File: src/rtl/secuenciador_dir_dato.sv
// Control sequencer for the shared DIR_DATO address/data bus of the RTC path.
// It runs the init, write and read bursts, with one register per enable_cont_32 slot.
module secuenciador_dir_dato #(
  parameter int TIMEOUT = 64
) (
  input  logic       reloj,
  input  logic       resetM,
  input  logic [1:0] Control,
  input  logic       enable_cont_32,
  output logic [2:0] Status3bit,
  output logic [3:0] Selec_Mux_DDw,
  output logic       LE,
  output logic       sync,
  output logic       ocupado,
  output logic       listo,
  output logic       error
);

  typedef enum logic [2:0] {
    REPOSO    = 3'b000,
    INIC      = 3'b001,
    ESCRITURA = 3'b010,
    LECTURA   = 3'b100,
    FIN       = 3'b111
  } state_t;

  localparam logic [7:0] WD_LAST = 8'(TIMEOUT - 1);

  state_t     state;
  logic       start;
  logic [7:0] wd;
  logic [3:0] last_code;

  always_comb begin
    case (state)
      INIC:      last_code = 4'd1;
      ESCRITURA: last_code = 4'd7;
      default:   last_code = 4'd10;
    endcase
  end

  always_ff @(posedge reloj or posedge resetM) begin
    if (resetM) begin
      state         <= INIC;
      Status3bit    <= 3'b001;
      Selec_Mux_DDw <= 4'd0;
      LE            <= 1'b0;
      sync          <= 1'b0;
      ocupado       <= 1'b1;
      listo         <= 1'b0;
      error         <= 1'b0;
      start         <= 1'b1;
      wd            <= 8'd0;
    end else begin
      sync  <= 1'b0;
      listo <= 1'b0;
      error <= 1'b0;
      case (state)
        REPOSO: begin
          if (Control != 2'b00) begin
            sync          <= 1'b1;
            ocupado       <= 1'b1;
            wd            <= 8'd0;
            case (Control)
              2'b01: begin
                state         <= INIC;
                Status3bit    <= 3'b001;
                Selec_Mux_DDw <= 4'd0;
                LE            <= 1'b0;
              end
              2'b10: begin
                state         <= LECTURA;
                Status3bit    <= 3'b100;
                Selec_Mux_DDw <= 4'd2;
                LE            <= 1'b1;
              end
              default: begin
                state         <= ESCRITURA;
                Status3bit    <= 3'b010;
                Selec_Mux_DDw <= 4'd2;
                LE            <= 1'b0;
              end
            endcase
          end
        end
        INIC, ESCRITURA, LECTURA: begin
          // The first edge after reset release behaves as a burst entry into INIC.
          if (start) begin
            start         <= 1'b0;
            sync          <= 1'b1;
            Selec_Mux_DDw <= 4'd0;
            wd            <= 8'd0;
          end else if (sync) begin
            wd <= 8'd0;  // pulses that coincide with sync are discarded
          end else if (enable_cont_32) begin
            wd <= 8'd0;
            if (Selec_Mux_DDw == last_code) begin
              state         <= FIN;
              Status3bit    <= 3'b111;
              Selec_Mux_DDw <= 4'd15;
              LE            <= 1'b0;
              listo         <= 1'b1;
            end else begin
              Selec_Mux_DDw <= Selec_Mux_DDw + 4'd1;
            end
          end else if (wd == WD_LAST) begin
            state         <= FIN;
            Status3bit    <= 3'b111;
            Selec_Mux_DDw <= 4'd15;
            LE            <= 1'b0;
            error         <= 1'b1;
          end else begin
            wd <= wd + 8'd1;
          end
        end
        FIN: begin
          state      <= REPOSO;
          Status3bit <= 3'b000;
          ocupado    <= 1'b0;
        end
        default: begin
          state         <= REPOSO;
          Status3bit    <= 3'b000;
          Selec_Mux_DDw <= 4'd15;
          LE            <= 1'b0;
          ocupado       <= 1'b0;
        end
      endcase
    end
  end

endmodule

File: config.mk
export PLATFORM = sky130hd
export DESIGN_NAME = secuenciador_dir_dato
export DESIGN_NICKNAME = d
export VERILOG_FILES = /design/src/rtl/secuenciador_dir_dato.sv
export SDC_FILE = /design/constraint.sdc
export NUM_CORES = 1
export LEC_CHECK = 0
export ABC_AREA = 1
export BUFFER_PORTS_ARGS = -buffer_cell sky130_fd_sc_hd__buf_2
export CAP_MARGIN = 10
export CORE_MARGIN = 4
export CORE_UTILIZATION = 50
export DETAILED_ROUTE_END_ITERATION = 8
export PLACE_DENSITY = 0.7
export SYNTH_ARGS = -nofsm -noshare
export SYNTH_HDL_FRONTEND = slang
export SYNTH_SLANG_ARGS = --single-unit
File: constraint.sdc
create_clock -name reloj -period 1.8 [get_ports reloj]
set_input_delay 0.09 -clock reloj [delete_from_list [all_inputs] [get_ports reloj]]
set_output_delay 0.09 -clock reloj [all_outputs]
set_load 0.005 [all_outputs]
== After elaboration in Yosys (flattened, before gate mapping) ==
Cells that the tools add are included.

* Register bits after elaboration: 21
* Logic and storage cells: 84
* Output and inout bits: 12

* Bitwise gates (word level): 2
* Equality and inequality tests: 16
* Multiplexer cells: 46
* Reduce and logical (&&, ||, !) cells: 9
* Add/subtract/negate cells: 2

{| class="wikitable"
|+ Operators with widths
! operator !! number
|-
| 8-bit 2-to-1 mux || 5
|-
| 4-bit 2-to-1 mux || 6
|-
| 1-bit 2-to-1 mux || 20
|-
| 3-bit 2-to-1 mux || 6
|-
| 8-bit case mux with 2 select lines || 1
|-
| 3-bit case mux with 2 select lines || 2
|-
| 4-bit case mux with 3 select lines || 1
|-
| 3-bit inequality test (second input constant) || 3
|-
| 8-bit by 1-bit adder with 8-bit output (second input constant) || 1
|-
| 8-bit by 6-bit equality test with 1-bit output (second input constant) || 1
|-
| 4-bit case mux with 2 select lines || 1
|-
| 3-bit equality test (second input constant) || 2
|-
| 2-bit inequality test (second input constant) || 3
|-
| 6-bit AND reduction || 1
|-
| 5-bit inequality test (second input constant) || 1
|-
| 5-bit AND reduction || 1
|-
| 4-bit by 1-bit adder with 4-bit output (second input constant) || 1
|-
| 4-bit equality test || 1
|-
| 4-bit inequality test (second input constant) || 1
|-
| 1-bit case mux with 2 select lines || 2
|-
| 4-bit AND reduction || 1
|-
| 2-bit nonzero test || 2
|-
| 3-bit by 1-bit equality test with 1-bit output (second input constant) || 1
|-
| 3-bit by 2-bit equality test with 1-bit output (second input constant) || 1
|-
| 9 further kinds || 10
|}

== Longest topological paths before layout ==
Gate-level depths: netlist of run 1.

* Depth in word-level cells: 8
* Depth in mapped cells: 11

== Least setup slack after synthesis of run 1 ==
OpenSTA, ideal clock, no wires.

* Path kind: reg-to-reg
* Start: register wd[0]
* End: register wd[0]
* Setup slack: 361 ps
* Period minus slack after synthesis: 1439 ps
* Arrival: 1313 ps
* Buffers on the path: 0
* Library setup time: 126 ps
* Stages on the path, launching flop included: 9
* Cells stage by stage: dfrtp_1 > ha_1 > nand3_2 > nor3_4 > nand4_2 > nand2_2 > nand2_4 > nand2_4 > mux2i_1

* Longest elaborated chain between the ends: 6
* Elaborated cells between the ends (all ways): 9
* Classes of those cells: add/sub: 1; eq/ne: 2; mux: 5; reduce/logical: 1

{| class="wikitable"
|+ RTL lines
! element !! line !! source
|-
| start: declaration || 31 || <nowiki>logic [7:0] wd;</nowiki>
|-
| start signal: assignment || 113 || <nowiki>wd <= wd + 8'd1;</nowiki>
|-
| 8-bit by 1-bit adder with 8-bit output || 113 ||
|-
| 8-bit 2-to-1 mux || 106 || <nowiki>end else if (wd == WD_LAST) begin</nowiki>
|-
| 8-bit 2-to-1 mux || 95 || <nowiki>end else if (enable_cont_32) begin</nowiki>
|-
| 8-bit 2-to-1 mux || 93 || <nowiki>end else if (sync) begin</nowiki>
|-
| 8-bit 2-to-1 mux || 88 || <nowiki>if (start) begin</nowiki>
|-
| 8-bit case mux with 2 select lines || 58 || <nowiki>case (state)</nowiki>
|}

Parallel ways exist; a longest one is shown, timed or not. The select of a mux whose other input is x is not followed.
A chain may end at the register's enable or synchronous reset.

== Final worst setup path of run 1 ==
Same ends and word-level chain as after synthesis.

==> results by stage, run 1 <==
CTS:
- Clock-pin slew was measured on the worst setup and hold paths at 130 ps.
- The post-CTS setup buffer count is 0.
- TritonCTS built the clock tree.
- The longest clock path from root to sink contains 2 buffers.
- CTS placed an instance of sky130_fd_sc_hd__clkbuf_4 at the clock tree root.
- The clock latency on the worst-skew pair is 320 ps.
- The number of clock buffers inserted by TritonCTS is 3.
- The clock drives 21 sinks.
- In this run the number of H-tree levels came out at 1.

Run status:
- The flow ran to the end, and the final reports show no timing, DRC or antenna violations.

Logic synthesis:
- Counting every instance in the synthesized netlist gives 184.
- The number of distinct library cell variants in the gate-level netlist after synthesis is 30.
- The share of synthesized area occupied by flip-flops and latches is 0.376.
- The synthesized design contains 21 register bits.
- The synthesized area divided by synthesized cell count is 7.65 µm².
- After synthesis, the cell types taking the most area are sky130_fd_sc_hd__dfrtp_1 (32%), sky130_fd_sc_hd__nand2_1 (14%), sky130_fd_sc_hd__inv_1 (6.9%).
- The leading area contributor after synthesis is sky130_fd_sc_hd__dfrtp_1.
- The cell area after synthesis is 1410 µm².
- Yosys printed 0 warnings.
- The synthesized netlist net count is 195.
- The share of synthesized area in the top cell type comes to 0.320.

Critical path:
- The startpoint type of the worst setup path is a register.
- The worst setup path is captured at a register.
- The data arrival time of the critical path is 1820 ps.
- The largest fanout on the critical path is 7.
- The critical path is of the reg -> reg type.
- STA puts the critical path data required time at 2020 ps.
- The count of cells along the worst register-to-register path is 8.

STA:
- Based on the critical path, the design can be clocked at up to 623 MHz.
- The worst slew margin relative to its limit is 0.486.
- Counting I/O delays and the setup requirement, the final critical path takes 1600 ps.
- Setup repair after global routing left no endpoint under its margin.
- For the pin with the worst max-slew slack, the measured transition is 770 ps.
- In the finished design, the share of the clock period the worst path needs comes to 0.891.
- The final setup violation count is 0.
- Once routing completed, OpenROAD measured the worst setup slack at 196 ps.
- In the final timing run, aggregate negative setup slack is 0 ps.
- Hold timing on the final database bottoms out at a slack of 208 ps.
- The final clock skew is 1.79 ps.
- The final number of max-transition violations is 0.
- The final hold violation count came to 0.

Die:
- The standard cell core area is 2590 µm².
- The number of rows created at floorplan is 18.
- The I/O pin count is 17.
- The die covers 3730 µm².
- The die is 61.1 µm wide.
- For this configuration, the core starts out at a cell density of 0.543.
- The die is 61.1 µm tall.

Place:
- At the end of routability-driven placement, the weighted congestion stood at 0.896.
- The count of input and output buffers is 16.
- Detailed placement ended at an HPWL of 2180 µm.
- The post-place setup slack is 209 ps.

Finish:
- The library cells used most frequently in the layout, excluding fill and tap cells, are sky130_fd_sc_hd__nand2_1 (54), sky130_fd_sc_hd__inv_1 (26), sky130_fd_sc_hd__nand3_1 (19).
- Leaving out fill and tap cells, the most frequent cell in the layout is sky130_fd_sc_hd__nand2_1.
- Of the cells placed in the final design, the portion with a size suffix greater than 1 is 0.229.
- The number of antenna diodes in the final layout is 0.
- The final layout contains 217 nets.
- The largest registers in the layout are wd (8), Selec_Mux_DDw (4), state (3).
- The final cell utilization of the core is 0.604.
- The number of flip-flops under the largest register name is 8.
- The area growth from synthesis to layout is 11.2%.
- More flip-flops sit in one register than any other, and that register is wd.

Routing:
- The number of search-and-repair iterations in the first detailed-routing pass is 4.
- After detailed routing, the total wire length is 2810 µm.
- The number of vias per cell is 5.19.
- After detailed routing, the average wire length per cell comes to 11.9 µm.
- After detailed routing, the number of remaining DRC violations is 0.
- The number of vias in the routed layout is 1219.
- The number of routed nets with antenna violations is 0.
- After the first detailed-routing iteration, the DRC count stood at 53.

Global route:
- The via count of the first global-routing pass is 1132.
- Entering global routing, the biggest net connects 22 pins.
- Across every metal layer, demand over resource in global routing totals 0.176.
- The total overflow left after global routing is 0.
- The number of antenna violations at the first check in global routing is 0.
- The first global-routing pass estimated 4940 µm of wire.

Worst hold path:
- The worst min-delay path class is in -> reg.
- Along the worst hold path, the cell count comes to 6.

Power:
- The power density over the cells is 1660 nW/µm².
- In this run the static leakage power is 0.863 nW.
- The worst-case vdd ir drop is 1120 µV.

Job:
- The count of maximum capacitance violations is 0.
-- final timing paths --
path                       slack (ps)            from               end
max                               200           wd[0]             wd[0]
min                               210  enable_cont_32  Selec_Mux_DDw[1]
max reg2reg                       200           wd[0]             wd[0]
min reg2reg                       480         ocupado           ocupado
max in group asynchronous         890          resetM          state[1]
min in group asynchronous         430          resetM  Selec_Mux_DDw[0]
-- repair_timing --
item,4_1_cts,5_1_grt
hold endpoints to repair,18,0
resized for setup,0,0
hold buffers,1,0
endpoints found under the setup margin,0,0
-- critical path, cell delays in order, from the launching register on --
cell and delay [ps]:
sky130_fd_sc_hd__dfrtp_1 400, sky130_fd_sc_hd__ha_1 210, sky130_fd_sc_hd__nand3_2 150, sky130_fd_sc_hd__nor3_4 210, sky130_fd_sc_hd__nand4_2 150, sky130_fd_sc_hd__nand2_2 120
sky130_fd_sc_hd__nand2_4 100, sky130_fd_sc_hd__nand2_4 90, sky130_fd_sc_hd__mux2i_1 70
-- area by class of cell --
class	instances	area [µm²]
inverters	29	114
clock inverters	1	7.51
well taps	30	37.5
multi-input cells	134	764
clock buffers	3	22.5
fillers	234	1020
flip-flops and latches	21	529
repair buffers	17	90.1
-- per-stage QoR --
stage / total power [mW] / std cells / instance area, µm²
floorplan: 1.99 / 184 / 1410
global placement: 2.33 / 230 / 1530
detailed placement: 2.36 / 230 / 1530
CTS: 2.61 / 235 / 1570
global route: 2.92 / 235 / 1570
finish: 2.59 / 235 / 1570
-- synthesized netlist by cell type --
master                     count
sky130_fd_sc_hd__nand3b_1      1
sky130_fd_sc_hd__inv_2         2
sky130_fd_sc_hd__nor3_1        1
sky130_fd_sc_hd__clkinv_4      1
sky130_fd_sc_hd__o21ai_0       2
sky130_fd_sc_hd__dfstp_2       3
sky130_fd_sc_hd__nand3_4       1
sky130_fd_sc_hd__nor2_2        2
sky130_fd_sc_hd__nand4_2       2
sky130_fd_sc_hd__a21oi_1       3
sky130_fd_sc_hd__o21ai_1       2
sky130_fd_sc_hd__or2_1         1
sky130_fd_sc_hd__nor4_1        1
sky130_fd_sc_hd__nand3_1      19
sky130_fd_sc_hd__dfrtp_1      18
sky130_fd_sc_hd__o211ai_2      1
sky130_fd_sc_hd__nor2_1       14
sky130_fd_sc_hd__o22ai_1       1
sky130_fd_sc_hd__ha_1          6
sky130_fd_sc_hd__nand3_2       4
sky130_fd_sc_hd__nand4_1       1
sky130_fd_sc_hd__inv_1        26
sky130_fd_sc_hd__nand2_1      54
sky130_fd_sc_hd__mux2i_1       1
sky130_fd_sc_hd__nand2_2       5
sky130_fd_sc_hd__nand2_4       2
sky130_fd_sc_hd__o21ai_2       3
sky130_fd_sc_hd__xor2_1        4
sky130_fd_sc_hd__xnor2_1       2
sky130_fd_sc_hd__nor3_4        1
-- metal layers --
| layer | vias up | GRT usage | wire length [µm] |
|---|---|---|---|
| met5 | - | 0 | 0 |
| met4 | 0 | 0.0743 | 46 |
| met3 | 5 | 0.0252 | 100 |
| met2 | 22 | 0.270 | 1260 |
| met1 | 571 | 0.247 | 1400 |
| li1 | 621 | - | - |
-- cells by family (layout without fill, tap and decap cells) --
group                      count (synthesis)  count (layout)  synth area share
AOI/OAI and AO/OA                         12              12            0.0569
xor gates and xnor gates                   6               6            0.0373
adders and majority gates                  6               6            0.0533
buffers and inverters                     29              50            0.0809
DFF                                       21              21             0.376
muxes                                      1               1           0.00711
and+or+nand+nor                          109             109             0.388
-- power breakdown --
group / switching, mW / internal, mW / leakage [nW]
Clock: 0.165 / 0.0850 / 0.0139
Sequential: 0.163 / 0.625 / 0.268
Combinational: 0.995 / 0.559 / 0.581
(Power assumes the default switching activity.)
==> run 2, diff against run 1 <==
CORE_MARGIN = 3   (was 4)
==> run 2 against run 1 <==
Against the previous run:
- flip-flop and latch count did not move
- count of clock-buffer cells in the layout is the same
- largest power group unchanged
- worst hold slack better by 12 ps
- critical endpoint is now state[1]
- worst setup slack improved by 12 ps
- routed wire length increased by 1.5%
==> results by stage, run 2 (synthesized netlist as in run 1, its figures left out) <==
Place:
- The post-DP HPWL is 2240 µm (was 2180 µm).
- The final weighted congestion in routability-driven placement is 0.922 (was 0.896).
- The placed cell area is 1530 µm² (unchanged).
- The count of input and output buffers is 16 (unchanged).
- The post-place setup slack came to 216 ps (was 209 ps).

Global route:
- The global-route wire length before repair is 4760 µm (was 4940 µm).
- The total routing resource utilization after global routing came to 0.177 (was 0.176).
- The number of antenna violations at the first check in global routing was 0 (unchanged).
- The pin count of the biggest net entering global routing is 22 (unchanged).
- The total congestion overflow is 0 (unchanged).
- The via count of the first global-routing pass was 1086 (was 1132).

Die:
- The die outline height came to 59.1 µm (was 61.1 µm).
- The number of rows created at floorplan was 18 (unchanged).
- The initial standard-cell utilization of the core came to 0.548 (was 0.543).
- The I/O pin count is 17 (unchanged).
- The width of the die is 59.1 µm (was 61.1 µm).
- The standard cell core area was 2570 µm² (was 2590 µm²).
- The overall die area is 3490 µm² (was 3730 µm²).

Job:
- The count of maximum capacitance violations is 0 (unchanged).

Routing:
- The number of routed nets with antenna violations is 0 (unchanged).
- The violation count after the first detailed-routing iteration is 87 (was 53).
- The DRC violation count after routing is 0 (unchanged).
- The number of vias per cell is 5.15 (was 5.19).
- The per-cell routed wire length was 12.1 µm (was 11.9 µm).
- The number of search-and-repair iterations in the first detailed-routing pass is 4 (unchanged).
- The overall routed net length is 2850 µm (was 2810 µm).
- The number of vias in the routed layout was 1210 (was 1219).

STA:
- The final hold violation count is 0 (unchanged).
- The final number of max-transition violations was 0 (unchanged).
- RSZ-0062 raised after global routing: false (unchanged).
- The final clock skew is 5.48 ps (was 1.79 ps).
- The final setup violation count is 0 (unchanged).
- The actual transition at the worst max-transition pin was 803 ps (was 770 ps).
- The highest clock frequency the design can meet is 628 MHz (was 623 MHz).
- The shortest clock period the worst path allows after layout is 1590 ps (was 1600 ps).
- The final total negative setup slack came to 0 ps (unchanged).
- The share of the clock period used by the worst path is 0.884 (was 0.891).
- The worst setup margin was 208 ps (was 196 ps).
- The worst slew margin relative to its limit is 0.464 (was 0.486).

Critical path:
- The largest fanout on the critical path was 7 (unchanged).
- The type of the worst setup path is reg -> reg (unchanged).
- The type of element capturing the critical path is a register (unchanged).
- The startpoint type of the worst setup path is a register (unchanged).
- The data arrival time of the critical path was 1810 ps (was 1820 ps).
- The required time of the worst setup path is 2020 ps (about the same).
- The worst reg-to-reg setup slack was 210 ps (was 200 ps).

Finish:
- Most used cells in the layout excluding fill and tap cells: sky130_fd_sc_hd__nand2_1 (54), sky130_fd_sc_hd__inv_1 (26), sky130_fd_sc_hd__nand3_1 (19) (unchanged).
- The final antenna diode count is 0 (unchanged).
- The fraction of final layout cells with drive strength greater than 1 is 0.229 (unchanged).
- The final net count is 217 (unchanged).
- The final cell utilization of the core was 0.610 (was 0.604).
- The multi-input gate area in the final layout is 764 µm² (unchanged).
- The area of all placed cells without fillers is 1570 µm² (unchanged).
- The number of filler instances in the final layout is 252 (was 234).
- Largest registers ranked by flip-flop count: wd (8), Selec_Mux_DDw (4), state (3) (unchanged).
- The register with the most flip-flops is wd (unchanged).
- The footprint of the flip-flops and latches is 529 µm² (unchanged).
- The area overhead of the layout relative to synthesis is 11.2% (unchanged).
- The most frequent standard cell in the layout excluding fill and tap cells is sky130_fd_sc_hd__nand2_1 (unchanged).
- The number of flip-flops under the largest register name came to 8 (unchanged).

CTS:
- The H-tree depth reported by CTS is 1 (unchanged).
- The CTS tree was yes (unchanged).
- The count of instances resized after the clock tree is built is 0 (unchanged).
- The number of buffers on the longest clock path is 2 (unchanged).
- The clock root buffer master was sky130_fd_sc_hd__clkbuf_4 (unchanged).
- The clock latency on the worst-skew pair came to 310 ps (was 320 ps).
- The CTS sink count is 21 (unchanged).
- The number of clock buffers inserted by TritonCTS came to 3 (unchanged).
- The clock transition at the registers of the reported paths is 130 ps (about the same).

Worst hold path:
- The worst min-delay path class is in -> reg (unchanged).

Power:
- The power density over the cells is 1670 nW/µm² (was 1660 nW/µm²).
- The power after layout is 2.61 mW (was 2.59 mW).
- The leakage power summed over all cells is 0.863 nW (unchanged).
- The worst-case vdd ir drop is 1290 µV (was 1120 µV).

Run status:
- Result of the run: completed (unchanged).
==> run 2: cell counts in the layout (fill, tap and decap cells not counted) <==
No cell type changed its count.
==> run 2: final timing paths <==
path                            depth (start not counted)            from               end
min in group asynchronous                               3          resetM             wd[4]
worst max-delay path                                    9        state[0]          state[1]
worst min-delay path                                    6  enable_cont_32  Selec_Mux_DDw[0]
max in group asynchronous                               3          resetM          state[2]
worst min register to register                          2         ocupado           ocupado
worst max register to register                          9        state[0]          state[1]
==> run 2: per-stage QoR <==
| stage | instances | hold WS [ps] |
|---|---|---|
| after floorplan | 184 | 64.3 |
| after global placement | 230 | 269 |
| after detailed placement | 230 | 287 |
| after CTS | 235 | 222 |
| after global routing | 235 | 244 |
| final | 235 | 220 |
==> run 2: area by class of cell <==
cell class                      count  share of cell area
Timing Repair Buffer               17              0.0576
Multi-Input combinational cell    134               0.488
Tap cell                           30              0.0240
Inverter                           29              0.0727
Sequential cell                    21               0.338
Clock inverter                      1             0.00480
Clock buffer                        3              0.0144
==> run 2: what timing repair did <==
item / in CTS / in global routing
setup endpoints to repair: 0 / 0
hold endpoints to repair: 18 / 0
hold buffers: 1 / 0
buffers inserted: 0 / 0
==> run 2: critical path, stage by stage, from the launching register on <==
cell                      delay [ps]
sky130_fd_sc_hd__dfstp_2         620
sky130_fd_sc_hd__nand3_2         150
sky130_fd_sc_hd__nand2_1          90
sky130_fd_sc_hd__nand2_1          60
sky130_fd_sc_hd__nor2_2          100
sky130_fd_sc_hd__nand3_1         140
sky130_fd_sc_hd__nand3_2         170
sky130_fd_sc_hd__nand2_2          70
sky130_fd_sc_hd__nand2_1          60
sky130_fd_sc_hd__nand2_1          50
==> run 2: routing by layer <==
metal,part of all wire,vias to the layer above,global-route usage
li1,-,628,-
met1,0.53,553,0.276
met2,0.43,25,0.260
met3,0.039,4,0.0196
met4,0.0098,0,0.0388
met5,0,-,0
==> run 2: power breakdown <==
part           internal (mW)  switching, mW
Sequential             0.625          0.171
Combinational          0.560           1.01
Clock                 0.0847          0.161
